### src/rtl/lcd_img_loader.sv
// lcd_img_loader: packs an R,G,B byte stream into 24-bit pixels and writes them to image RAM port A (optional trailer checksum via LCD_IMG_LOADER_CKSUM_EN)
module lcd_img_loader #(
   parameter int IMG_WIDTH  = 345,
   parameter int IMG_HEIGHT = 249,
   parameter int ADDR_W     = 17
) (
   input  logic              clk_in,
   input  logic              sys_rst_n,
   input  logic              start,
   input  logic              abort,
   input  logic              s_valid,
   input  logic [7:0]        s_data,
   output logic              s_ready,
   output logic              ram_we,
   output logic [ADDR_W-1:0] ram_addr,
   output logic [23:0]       ram_din,
   output logic              busy,
   output logic              done,
   output logic              cksum_ok
);
   localparam logic [ADDR_W-1:0] LAST = ADDR_W'(IMG_WIDTH * IMG_HEIGHT - 1);
   typedef enum logic [2:0] {
      IDLE, RECV, WRITE, FIN
`ifdef LCD_IMG_LOADER_CKSUM_EN
      , CKSUM
`endif
   } state_t;
   state_t            state;
   logic [1:0]        byte_cnt;
   logic [ADDR_W-1:0] pix_cnt;
   logic [7:0]        r, g;
`ifdef LCD_IMG_LOADER_CKSUM_EN
   logic [7:0]        sum;
`endif
   // frame load FSM; every output is registered and updated alongside the state
   always_ff @(posedge clk_in or negedge sys_rst_n) begin
      if (!sys_rst_n) begin
         state    <= IDLE;
         byte_cnt <= '0;
         pix_cnt  <= '0;
         r        <= '0;
         g        <= '0;
         s_ready  <= 1'b0;
         ram_we   <= 1'b0;
         ram_addr <= '0;
         ram_din  <= '0;
         busy     <= 1'b0;
         done     <= 1'b0;
         cksum_ok <= 1'b0;
`ifdef LCD_IMG_LOADER_CKSUM_EN
         sum      <= '0;
`endif
      end else begin
         ram_we <= 1'b0;
         done   <= 1'b0;
         if (busy && abort) begin
            state    <= IDLE;
            busy     <= 1'b0;
            s_ready  <= 1'b0;
            cksum_ok <= 1'b0;
            byte_cnt <= '0;
         end else begin
            case (state)
               IDLE: if (start) begin
                  state    <= RECV;
                  busy     <= 1'b1;
                  s_ready  <= 1'b1;
                  pix_cnt  <= '0;
                  byte_cnt <= '0;
                  cksum_ok <= 1'b0;
`ifdef LCD_IMG_LOADER_CKSUM_EN
                  sum      <= '0;
`endif
               end
               RECV: if (s_valid) begin
`ifdef LCD_IMG_LOADER_CKSUM_EN
                  sum <= sum + s_data;
`endif
                  byte_cnt <= byte_cnt + 2'd1;
                  if (byte_cnt == 2'd0) r <= s_data;
                  else if (byte_cnt == 2'd1) g <= s_data;
                  else begin
                     byte_cnt <= '0;
                     state    <= WRITE;
                     s_ready  <= 1'b0;
                     ram_we   <= 1'b1;
                     ram_addr <= pix_cnt;
                     ram_din  <= {r, g, s_data};
                  end
               end
               WRITE: if (pix_cnt == LAST) begin
`ifdef LCD_IMG_LOADER_CKSUM_EN
                  state    <= CKSUM;
                  s_ready  <= 1'b1;
`else
                  state    <= FIN;
                  done     <= 1'b1;
                  busy     <= 1'b0;
                  cksum_ok <= 1'b1;
`endif
               end else begin
                  pix_cnt <= pix_cnt + 1'b1;
                  state   <= RECV;
                  s_ready <= 1'b1;
               end
`ifdef LCD_IMG_LOADER_CKSUM_EN
               CKSUM: if (s_valid) begin
                  cksum_ok <= (s_data == sum);
                  state    <= FIN;
                  s_ready  <= 1'b0;
                  done     <= 1'b1;
                  busy     <= 1'b0;
               end
`endif
               default: state <= IDLE;
            endcase
         end
      end
   end
endmodule
### config.mk
export PLATFORM = sky130hd
export DESIGN_NAME = lcd_img_loader
export DESIGN_NICKNAME = d
export VERILOG_FILES = /design/src/rtl/lcd_img_loader.sv
export SDC_FILE = /design/constraint.sdc
export NUM_CORES = 1
export LEC_CHECK = 0
export CAP_MARGIN = 20
export CORE_MARGIN = 2
export CORE_UTILIZATION = 55
export DETAILED_ROUTE_END_ITERATION = 16
export PLACE_DENSITY = 0.82
export SLEW_MARGIN = 40
export SYNTH_ARGS = -nofsm -noshare
export SYNTH_HDL_FRONTEND = slang
export SYNTH_SLANG_ARGS = --single-unit
### constraint.sdc
create_clock -name clk_in -period 4.28 [get_ports clk_in]
set_input_delay 0.642 -clock clk_in [delete_from_list [all_inputs] [get_ports clk_in]]
set_output_delay 0.642 -clock clk_in [all_outputs]
set_load 0.02 [all_outputs]
=== Yosys cells after proc, flatten, opt, wreduce, memory -nomap -nowiden ===
Index checks and enable logic that the tools add are counted.

* Add/sub/neg operators: 2
* Bitwise operators: 3
* Reduce and logical (&&, ||, !) cells: 15
* Muxes and demuxes: 38
* Eq/ne operators: 12

{| class="wikitable"
|+ Operators by type and width
! kind !! count
|-
| 17-bit two-way mux || 2
|-
| 17-bit one-hot mux with 2 select lines || 1
|-
| 1-bit two-way mux || 19
|-
| 3-bit inequality test (second input constant) || 6
|-
| 17-bit by 1-bit adder with 17-bit output (second input constant) || 1
|-
| 17-bit equality test (second input constant) || 1
|-
| 3-bit two-way mux || 5
|-
| 2-bit two-way mux || 6
|-
| 4-bit AND reduction || 3
|-
| 5-bit AND reduction || 2
|-
| 3-bit one-hot mux with 3 select lines || 1
|-
| 3-bit AND reduction || 2
|-
| 6-bit AND reduction || 1
|-
| 3-bit nonzero test || 2
|-
| 2-bit inequality test (second input constant) || 2
|-
| 1-bit one-hot mux with 2 select lines || 2
|-
| 2-bit one-hot mux with 2 select lines || 1
|-
| 4-bit nonzero test || 1
|-
| 3-bit by 1-bit equality test with 1-bit output (second input constant) || 1
|-
| 3-bit by 2-bit equality test with 1-bit output (second input constant) || 1
|-
| 3-bit zero test || 1
|-
| 1-bit inverter || 3
|-
| 1-bit one-hot mux with 3 select lines || 1
|-
| 2-bit by 1-bit adder with 2-bit output (second input constant) || 1
|-
| other kinds (4) || 4
|}

* Input port bits: 13
* Output and inout bits: 46
* Word-level logic and storage cells: 82
* Register bits: 84

=== Longest topological paths before layout ===
Gate-level depths: netlist (run 1).

* Depth after elaboration: 6
* Depth in mapped cells: 7
* Depth with buffers taken out: 7

=== Worst setup path before layout (run 1) ===
No wires, ideal clock.

* Path kind: in2reg
* Start point: input port abort
* End point: register pix_cnt[10]
* Path buffers: 0
* Data required time: 4,202 ps
* Setup time: 78 ps
* Stages on the path: 5
* Path slack: 2,439 ps
* Arrival: 1,764 ps
* Path through: a21o_4 > nor4_4 > nand3_2 > or3_1 > a21oi_1

* Longest elaborated chain between the ends: 3

{| class="wikitable"
|+ Ends and longest elaborated chain
! what !! RTL line !! source
|-
| start: declaration || 10 || <nowiki>input logic abort,</nowiki>
|-
| 1-bit logical AND || 56 || <nowiki>if (busy && abort) begin</nowiki>
|-
| 1-bit inverter (no line) || n/a ||
|-
| 4-bit AND reduction (no line) || n/a ||
|-
| end signal: assignment || 102 || <nowiki>pix_cnt <= pix_cnt + 1'b1;</nowiki>
|-
| end: declaration || 30 || <nowiki>logic [ADDR_W-1:0] pix_cnt;</nowiki>
|}

Every way passes these cells.
A chain may end at the register's enable or synchronous reset.

=== Final worst setup path (run 1) ===
* Start point: input port abort
* End point: register ram_din[18]

* Longest elaborated chain between the ends: 3

{| class="wikitable"
|+ Ends and longest elaborated chain
! what !! RTL line !! source
|-
| 1-bit logical AND || 56 ||
|-
| 1-bit inverter (no line) || n/a ||
|-
| 5-bit AND reduction (no line) || n/a ||
|-
| end signal: assignment || 88 || <nowiki>ram_din <= {r, g, s_data};</nowiki>
|-
| end: declaration || 16 || <nowiki>output logic [23:0] ram_din,</nowiki>
|}

Every way passes these cells.

==> results.py, run 1 <==
metrics = {
    "yosys": {
        "netlist.top_cell.by_area": "dfrtp_1",
        "syn-cell-area_mm2": 0.00356,
        "synthArstFlopShare_pct": 100,
        "avgSynthCellArea_um2": 13.1,
        "yosys-top-cells-count": "dfrtp_1 (83), mux2_2 (57), nor2_1 (20), nand2_1 (14), xor2_1 (10)",
        "ys_seq_area_share_pct": 58.4,
        "synthFlopType": "dfrtp_1",
        "netlist_instances": 272,
        "synth_cell_types": 41,
        "synth_fp_nets": 287,
        "synth_top_area_share_pct": 58.4,
        "synthTopCellsByArea": "dfrtp_1 (58%), mux2_2 (18%), xor2_1 (2.5%)",
        "ys.warnings.count": 0,
        "synth-edff-count": 0,
        "synth.most_common_cell": "dfrtp_1",
        "synth-seq-cells": 83,
    },
    "placed_design": {
        "gp_congestion": 0.841,
        "place_inst": 398,
        "port_buffers": 58,
        "dp_hpwl_um": 4580,
    },
    "timing": {
        "rsz0062_at_grt": "false",
        "min_period_ns": 2.39,
        "finalHoldViolations": 0,
        "tightest_slew_ns": 0.729,
        "fmax_ghz": 0.419,
        "setup_viol": 0,
        "final.setup.tns_ns": 0,
        "slew_headroom_pct": 51.4,
        "post-route-period-util_pct": 55.8,
        "report.final.slew_viol_count": 0,
        "finClkSkew_ns": 0.00684,
    },
    "grt": {
        "grt_pass1_wl_um": 11700,
        "grt_max_degree": 84,
        "grt.overflow.total": 0,
        "antenna_found_initial": 0,
        "grt_use_total_pct": 20.9,
        "grt_pass1_vias": 2458,
    },
    "clocking": {
        "numCtsBuffers": 9,
        "cts_tree": "done",
        "cts.sinks": 83,
        "clk_pin_slew_ns": 0.08,
        "cts_hold_buffers": 0,
        "cts-root-buf": "clkbuf_8",
        "clk_path_buf_depth": 2,
        "post_cts_buffers": 0,
        "clk_latency_ns": 0.35,
        "cts_max_level": 3,
        "cts_resized": 0,
    },
    "flow_run": {
        "max-cap-violations": 0,
    },
    "floorplanning": {
        "die_area_mm2": 0.00713,
        "die_h_um": 84.4,
        "rows": 29,
        "dieWidth_um": 84.4,
        "start_util_pct": 56.3,
        "ios": 59,
        "core_area_mm2": 0.00631,
    },
    "critical_path": {
        "slowest_delay_ns": 0.48,
        "path_common_cell": "nand2_1",
        "path_cells": "clkdlybuf4s50_1, nand2_1, nand2_1, nor2_4, buf_4, mux2_2",
        "path_class": "input pin to register",
        "path_delay_family": "buffers and inverters",
        "crit_fanout": 27,
        "critPathLaunchType": "input pin",
        "cp_slowest_cell": "clkdlybuf4s50_1",
        "worstSetupEndpointType": "register",
        "crit_buf_inv": 2,
        "crit_arrival_ns": 2.62,
        "cp_data_required_time_ns": 4.52,
    },
    "hold_path": {
        "min_path_type": "input pin to asynchronous set/reset pin",
    },
    "layout": {
        "fin_cells": 413,
        "antennaDiodeCount": 0,
        "nets": 347,
        "drive_gt1_share_pct": 25.0,
        "area.growth.synth_to_final_pct": 22.8,
    },
    "route": {
        "wl_per_cell_um": 16.6,
        "wl_um": 6860,
        "vias_per_cell": 5.71,
        "via_count": 2359,
        "drt-initial-drc-count": 137,
        "ant_nets": 0,
        "drc": 0,
        "dr.pass1.iters": 4,
    },
    "power": {
        "vdd_drop_max_v": 0.000350,
        "power_leakage_nw": 2.00,
        "power.density_mw_per_mm2": 510,
    },
    "run_status": {
        "status": "finished, final reports clean",
    },
}
## routing by layer
layer  vias up  GRT usage [%]  wire (um)
met4         0           11.0        131
li1       1083              -          -
met5         -              0          0
met3        11           5.80        404
met1      1194           27.6       3170
met2        71           31.8       3160
## sequential cells by signal, summed over array words and instances, names as in the netlist, 2 cells and up
register,cells
ram_din,24
pix_cnt,17
ram_addr,17
g,8
r,8
byte_cnt,2
state,2
## cell type report
type	instances	area [um^2]
multi-input cells	173	1420
repair buffers	59	589
clock inverters	5	30.0
fillers	458	1940
inverters	6	22.5
clock buffers	10	138
well taps	77	96.3
flip-flops and latches	83	2080
## layout by cell type, fill, tap and decap left out, types with 2 or more instances in the layout
master and count:
ha_1 2, or3_1 2, clkinvlp_4 2, dfrtp_1 83, or2_2 2, o21ai_0 5
nand4_1 9, nor3_1 2, clkinv_2 3, nand2b_1 4, clkbuf_8 10, nor2_1 19
mux2_2 57, nand3_1 6, o211ai_1 2, and3_1 5, nor4bb_1 3, nand2_1 14
inv_1 6, a21oi_1 5, nor4_4 2, a22o_1 2, nor2b_1 3, clkdlybuf4s50_1 57
xor2_1 10
## cell families (layout without fill, tap and decap cells)
logic type / count (synthesis) / after routing / share of synthesized area [%]
buf+inv: 16 / 80 / 2.32
mux: 58 / 58 / 18.3
fa+ha+maj: 2 / 2 / 0.703
flops: 83 / 83 / 58.4
compound gates: 21 / 21 / 3.97
simple gates: 81 / 81 / 13.6
xor+xnor: 11 / 11 / 2.71
## stage by stage
step	worst slack (ns)	hold slack, ns	total power, W	cell area (um^2)	utilization, %
finish	1.89	0.301	0.00223	4370	69.2
global route	1.77	0.373	0.00235	4370	69.2
CTS	1.91	0.350	0.00225	4370	69.2
detailed placement	1.52	0.488	0.00175	4200	66.5
global placement	1.53	0.484	0.00172	4190	66.4
floorplan	2.44	0.346	0.00146	3560	-
## worst register-to-register path, cell delays in order (launching register included)
cell	delay [ns]
dfrtp_1	0.55
nor2b_1	0.22
nand2_1	0.14
nor2_4	0.39
buf_4	0.43
mux2_2	0.40
## worst paths after layout
kind,startpoint,endpoint,slack [ns],cells after the start
setup / recovery,abort,ram_din[18],1.89,6
hold / removal,sys_rst_n,cksum_ok,0.30,1
setup reg to reg,state[1],ram_din[18],2.04,5
hold reg to reg,r[3],ram_din[19],0.51,1
max in group asynchronous,sys_rst_n,pix_cnt[2],3.46,1
min in group clk_in,r[3],ram_din[19],0.51,1
## report_power, final
part | total [W] | internal [W] | switching, W | leakage (nW)
combinational | 0.000662 | 0.000346 | 0.000316 | 0.804
clock | 0.000490 | 0.000220 | 0.000270 | 0.0839
sequential | 0.00108 | 0.000962 | 0.000114 | 1.11
total | 0.00223 | 0.00153 | 0.000699 | 2.00
Note: power is estimated with default switching activity, not from simulation.
==> run 2: changes to the inputs <==
- CORE_UTILIZATION: 55 -> 53
- PLACE_DENSITY: 0.82 -> 0.79
- clock period: 4.28 -> 2.3 ns (I/O delays scaled with it)
==> run 2 against run 1 <==
Effect of this change: die area increased by 3.6%; worst hold slack improved by 0.19 ns; register-to-register slack got worse by 1.7 ns; clock power increased to 2.8 times the previous value; wire length increased by 3.2%; global-route usage increased by 0.41 points; final cell count increased by 1.9%; non-clock buffer count increased by 7; power increased by 110%; first-iteration DRC count increased by 13%; combinational power increased by 92%; worst setup slack got worse by 1.6 ns; largest cell class unchanged.
==> results.py, run 2 (synthesis gave the netlist of run 1 again) <==
metrics = {
    "run_status": {
        "status": "finished, final reports clean",
    },
    "timing": {
        "slew_headroom_pct": 64.9,
        "setup_slack_ns": 0.334,
        "min_period_ns": 1.97,
        "finClkSkew_ns": 0.00784,
        "final.setup.tns_ns": 0,
        "tightest_slew_ns": 0.521,
        "post-route-period-util_pct": 85.5,
        "fmax_ghz": 0.509,
        "report.final.slew_viol_count": 0,
        "setup_viol": 0,
        "rsz0062_at_grt": "false",
        "finalHoldViolations": 0,
    },
    "power": {
        "vdd_drop_max_v": 0.000709,
        "power.density_mw_per_mm2": 1020,
        "power_leakage_nw": 2.08,
    },
    "floorplanning": {
        "core_area_mm2": 0.00642,
        "start_util_pct": 55.4,
        "dieWidth_um": 85.9,
        "die_area_mm2": 0.00738,
        "ios": 59,
        "die_h_um": 85.9,
        "rows": 29,
    },
    "grt": {
        "grt_pass1_vias": 2406,
        "grt_use_total_pct": 21.3,
        "antenna_found_initial": 0,
        "grt_pass1_wl_um": 12100,
        "grt_max_degree": 49,
        "grt.overflow.total": 0,
    },
    "route": {
        "via_count": 2375,
        "drc": 0,
        "wl_um": 7080,
        "wl_per_cell_um": 16.8,
        "vias_per_cell": 5.64,
        "dr.pass1.iters": 4,
        "ant_nets": 0,
        "drt-initial-drc-count": 155,
    },
    "critical_path": {
        "critPathLaunchType": "register",
        "crit_fanout": 9,
        "crit_arrival_ns": 2.20,
        "cp_data_required_time_ns": 2.54,
        "worstSetupEndpointType": "register",
        "path_class": "register to register",
    },
    "layout": {
        "largest-register": "ram_din",
        "area.growth.synth_to_final_pct": 27.6,
        "antennaDiodeCount": 0,
        "final_common_cell": "dfrtp_1",
        "reg_top3": "ram_din x24, pix_cnt x17, ram_addr x17",
        "largest_register_ffs": 24,
        "nets": 354,
        "final_cell_mix": "dfrtp_1 (83), mux2_2 (57), clkdlybuf4s50_1 (57)",
        "drive_gt1_share_pct": 26.2,
    },
    "clocking": {
        "clk_pin_slew_ns": 0.08,
        "cts.sinks": 83,
        "numCtsBuffers": 9,
        "clk_latency_ns": 0.35,
        "post_cts_buffers": 0,
        "clk_path_buf_depth": 2,
        "cts_max_level": 3,
        "cts_tree": "done",
        "cts-root-buf": "clkbuf_8",
    },
    "placed_design": {
        "dp_hpwl_um": 4930,
        "gp_congestion": 0.843,
        "pre_cts_ws_ns": 0.0532,
        "port_buffers": 58,
    },
    "flow_run": {
        "max-cap-violations": 0,
    },
    "hold_path": {
        "min_path_type": "input pin to asynchronous set/reset pin",
    },
}
==> run 2: cell types whose count changed in the layout (fill, tap and decap cells not counted), sizes merged <==
cell,previous run,this run
dlygate4sd3,0,1
bufinv,0,4
clkinv,3,1
buf,2,8
clkinvlp,2,1
==> run 2: power by group <==
part           internal [W]  switching [W]  total, W
Sequential          0.00179       0.000212   0.00200
Clock              0.000862       0.000520   0.00138
Combinational      0.000667       0.000599   0.00127
Total               0.00332        0.00133   0.00465
==> run 2: stage by stage <==
stage               instances  cell area [um^2]  total power (W)  utilization, %  hold slack [ns]
global placement          404              4260          0.00324            66.3            0.328
CTS                       421              4540          0.00470            70.7            0.501
detailed placement        404              4260          0.00330            66.3            0.341
global route              421              4540          0.00488            70.7            0.525
finish                    421              4540          0.00465            70.7            0.492
floorplan                 272              3560          0.00272               -           0.0494
==> run 2: worst paths after layout <==
path | startpoint | end | slack, ns | depth (start not counted)
hold reg to reg | g[5] | ram_din[13] | 0.51 | 1
max in group asynchronous | sys_rst_n | g[5] | 1.21 | 3
setup / recovery | state[0] | g[5] | 0.33 | 5
setup reg to reg | state[0] | g[5] | 0.33 | 5
min in group clk_in | g[5] | ram_din[13] | 0.51 | 1
hold / removal | sys_rst_n | pix_cnt[15] | 0.49 | 2
==> run 2: repair_timing <==
action	4_1_cts	5_1_grt
hold endpoints to repair	35	0
setup endpoints to repair	0	0
resized for setup	0	0
hold buffers	1	0
==> run 2: layer usage <==
| layer | up-vias | global-route usage (%) | part of all wire [%] |
|---|---|---|---|
| li1 | 1101 | - | - |
| met1 | 1195 | 29.9 | 45 |
| met2 | 71 | 31.1 | 47 |
| met3 | 8 | 5.87 | 7.1 |
| met4 | 0 | 9.52 | 1.2 |
| met5 | - | 0 | 0 |
==> run 2: final cells by class <==
class / instances / area (um^2)
Clock buffer: 10 / 138
Inverter: 6 / 22.5
Clock inverter: 6 / 136
Fill cell: 427 / 1880
Timing Repair Buffer: 66 / 666
Sequential cell: 83 / 2080
Tap cell: 77 / 96.3
Multi-Input combinational cell: 173 / 1410
==> run 2: worst max-delay path, cell delays in order, from the launching register on <==
cell     delay [ns]
dfrtp_1        0.51
nor2b_1        0.23
nand2_1        0.12
nor2_1         0.13
and3_1         0.47
mux2_2         0.39
==> run 3: changes to the inputs <==
- CAP_MARGIN: 20 -> 25
- CORE_UTILIZATION: 53 -> 30
- PLACE_DENSITY: 0.79 -> default
==> run 3 against run 2 <==
Effect of this change: the flow now finishes with violations (DRC, hold timing); via count up 1.5%; combinational power hardly changed; power grew 1.2%; critical endpoint is now pix_cnt[0]; largest power group unchanged; highest routed layer unchanged.
==> results.py, run 3 (synthesis gave the netlist of run 1 again) <==
metrics = {
    "run_status": {
        "status": "complete, but fails checks",
        "violations": "DRC, hold timing",
    },
    "clocking": {
        "cts_hold_buffers": 0,
        "cts.sinks": 83,
        "clk_pin_slew_ns": 0.06,
        "cts_tree": "done",
        "cts-root-buf": "clkbuf_16",
        "cts_max_level": 3,
        "post_cts_buffers": 0,
        "clk_path_buf_depth": 2,
        "clk_latency_ns": 0.34,
        "cts_resized": 0,
        "numCtsBuffers": 9,
    },
    "placed_design": {
        "place_area_mm2": 0.00436,
        "dp_hpwl_um": 5240,
        "gp_congestion": 0.850,
        "port_buffers": 58,
    },
    "timing": {
        "report.final.slew_viol_count": 0,
        "finalHoldViolations": 15,
        "tightest_slew_ns": 0.614,
        "fin_hold_ws_ns": -0.0244,
        "setup_viol": 0,
        "rsz0062_at_grt": "false",
        "fmax_ghz": 0.508,
        "final.setup.tns_ns": 0,
        "slew_headroom_pct": 58.6,
        "post-route-period-util_pct": 85.5,
        "min_period_ns": 1.97,
        "finClkSkew_ns": 0.00639,
    },
    "power": {
        "power_leakage_nw": 2.11,
        "power.density_mw_per_mm2": 1010,
        "vdd_drop_max_v": 0.000471,
    },
    "critical_path": {
        "path_cells": "nor4bb_1, nand3_1, nor3_1, or3_1, a22o_1",
        "worstSetupEndpointType": "register",
        "critPathLaunchType": "register",
        "slowest_delay_ns": 0.52,
        "path_class": "register to register",
        "crit_arrival_ns": 2.24,
        "crit_fanout": 10,
        "cp_slowest_cell": "nor3_1",
        "cp_data_required_time_ns": 2.57,
    },
    "layout": {
        "nets": 358,
        "register_area_mm2": 0.00208,
        "final_common_cell": "dfrtp_1",
        "area.growth.synth_to_final_pct": 31.2,
        "n_fill_cell": 1101,
        "largest-register": "ram_din",
        "largest_register_ffs": 24,
        "fin_area_mm2": 0.00467,
        "multi_input_area_mm2": 0.00141,
        "post-route-util_pct": 40.5,
        "drive_gt1_share_pct": 27.0,
        "antennaDiodeCount": 0,
        "reg_top3": "ram_din x24, pix_cnt x17, ram_addr x17",
        "final_cell_mix": "dfrtp_1 (83), mux2_2 (57), clkdlybuf4s50_1 (57)",
    },
    "route": {
        "ant_nets": 0,
        "drc": 2,
        "vias_per_cell": 4.91,
        "via_count": 2410,
        "wl_per_cell_um": 15.2,
        "wl_um": 7450,
        "dr.pass1.iters": 10,
        "drt-initial-drc-count": 48,
    },
    "floorplanning": {
        "dieWidth_um": 113,
        "ios": 59,
        "core_area_mm2": 0.0115,
        "start_util_pct": 30.9,
        "rows": 39,
        "die_h_um": 113,
        "die_area_mm2": 0.0127,
    },
    "flow_run": {
        "max-cap-violations": 0,
    },
    "grt": {
        "grt.overflow.total": 0,
        "grt_max_degree": 43,
        "grt_use_total_pct": 12.6,
        "grt_pass1_wl_um": 12700,
        "antenna_found_initial": 0,
        "grt_pass1_vias": 2491,
    },
    "hold_path": {
        "min_path_type": "input pin to asynchronous set/reset pin",
    },
}
run 3: cell types whose count changed in the layout (fill, tap and decap cells not counted), moves of 2 or more:
| cell | before | now |
|---|---|---|
| buf_4 | 6 | 12 |
| inv_6 | 0 | 2 |
| clkbuf_16 | 0 | 9 |
| bufinv_16 | 4 | 1 |
| clkbuf_8 | 10 | 1 |
run 3: critical path, delay by kind of cell (launching register included):
| kind | cells | cell delay, ns |
|---|---|---|
| AOI/OAI and AO/OA | 1 | 0.16 |
| DFF | 1 | 0.51 |
| and+or+nand+nor | 4 | 1.24 |
run 3: final cells by class:
| class | instances | area share [%] |
|---|---|---|
| Clock inverter | 5 | 1.29 |
| Timing Repair Buffer | 70 | 14.6 |
| Sequential cell | 83 | 44.5 |
| Multi-Input combinational cell | 173 | 30.1 |
| Inverter | 6 | 0.483 |
| Clock buffer | 11 | 5.20 |
| Tap cell | 143 | 3.83 |
run 3: worst paths after layout:
check	cells after the start	end	startpoint	slack (ns)
worst max-delay path	5	pix_cnt[0]	pix_cnt[2]	0.33
worst min-delay path	1	ram_din[1]	sys_rst_n	-0.02
worst max register to register	5	pix_cnt[0]	pix_cnt[2]	0.33
worst min register to register	1	ram_din[7]	ram_din[7]	0.50
max in group asynchronous	2	pix_cnt[0]	sys_rst_n	1.67
min in group clk_in	1	ram_din[7]	ram_din[7]	0.50
run 3: per-stage QoR:
| stage | power [W] | setup WS, ns | instances |
|---|---|---|---|
| floorplan | 0.00272 | 0.540 | 272 |
| global placement | 0.00326 | 0.140 | 475 |
| detailed placement | 0.00328 | 0.0614 | 475 |
| CTS | 0.00477 | 0.368 | 491 |
| global route | 0.00497 | 0.159 | 491 |
| finish | 0.00471 | 0.333 | 491 |
run 3: routing by layer:
metal / track usage [%] / up-vias / routed length [um]
met3: 5.09 / 15 / 631
met1: 16.3 / 1208 / 3230
li1: - / 1110 / -
met4: 5.45 / 0 / 149
met2: 18.8 / 77 / 3440
met5: 0 / - / 0
run 3: power by group:
group,total (W),leakage [nW],internal [W],switching [W]
registers,0.00199,1.11,0.00179,0.000196
clock network,0.00146,0.147,0.000877,0.000581
logic,0.00126,0.858,0.000662,0.000601
total,0.00471,2.11,0.00333,0.00138
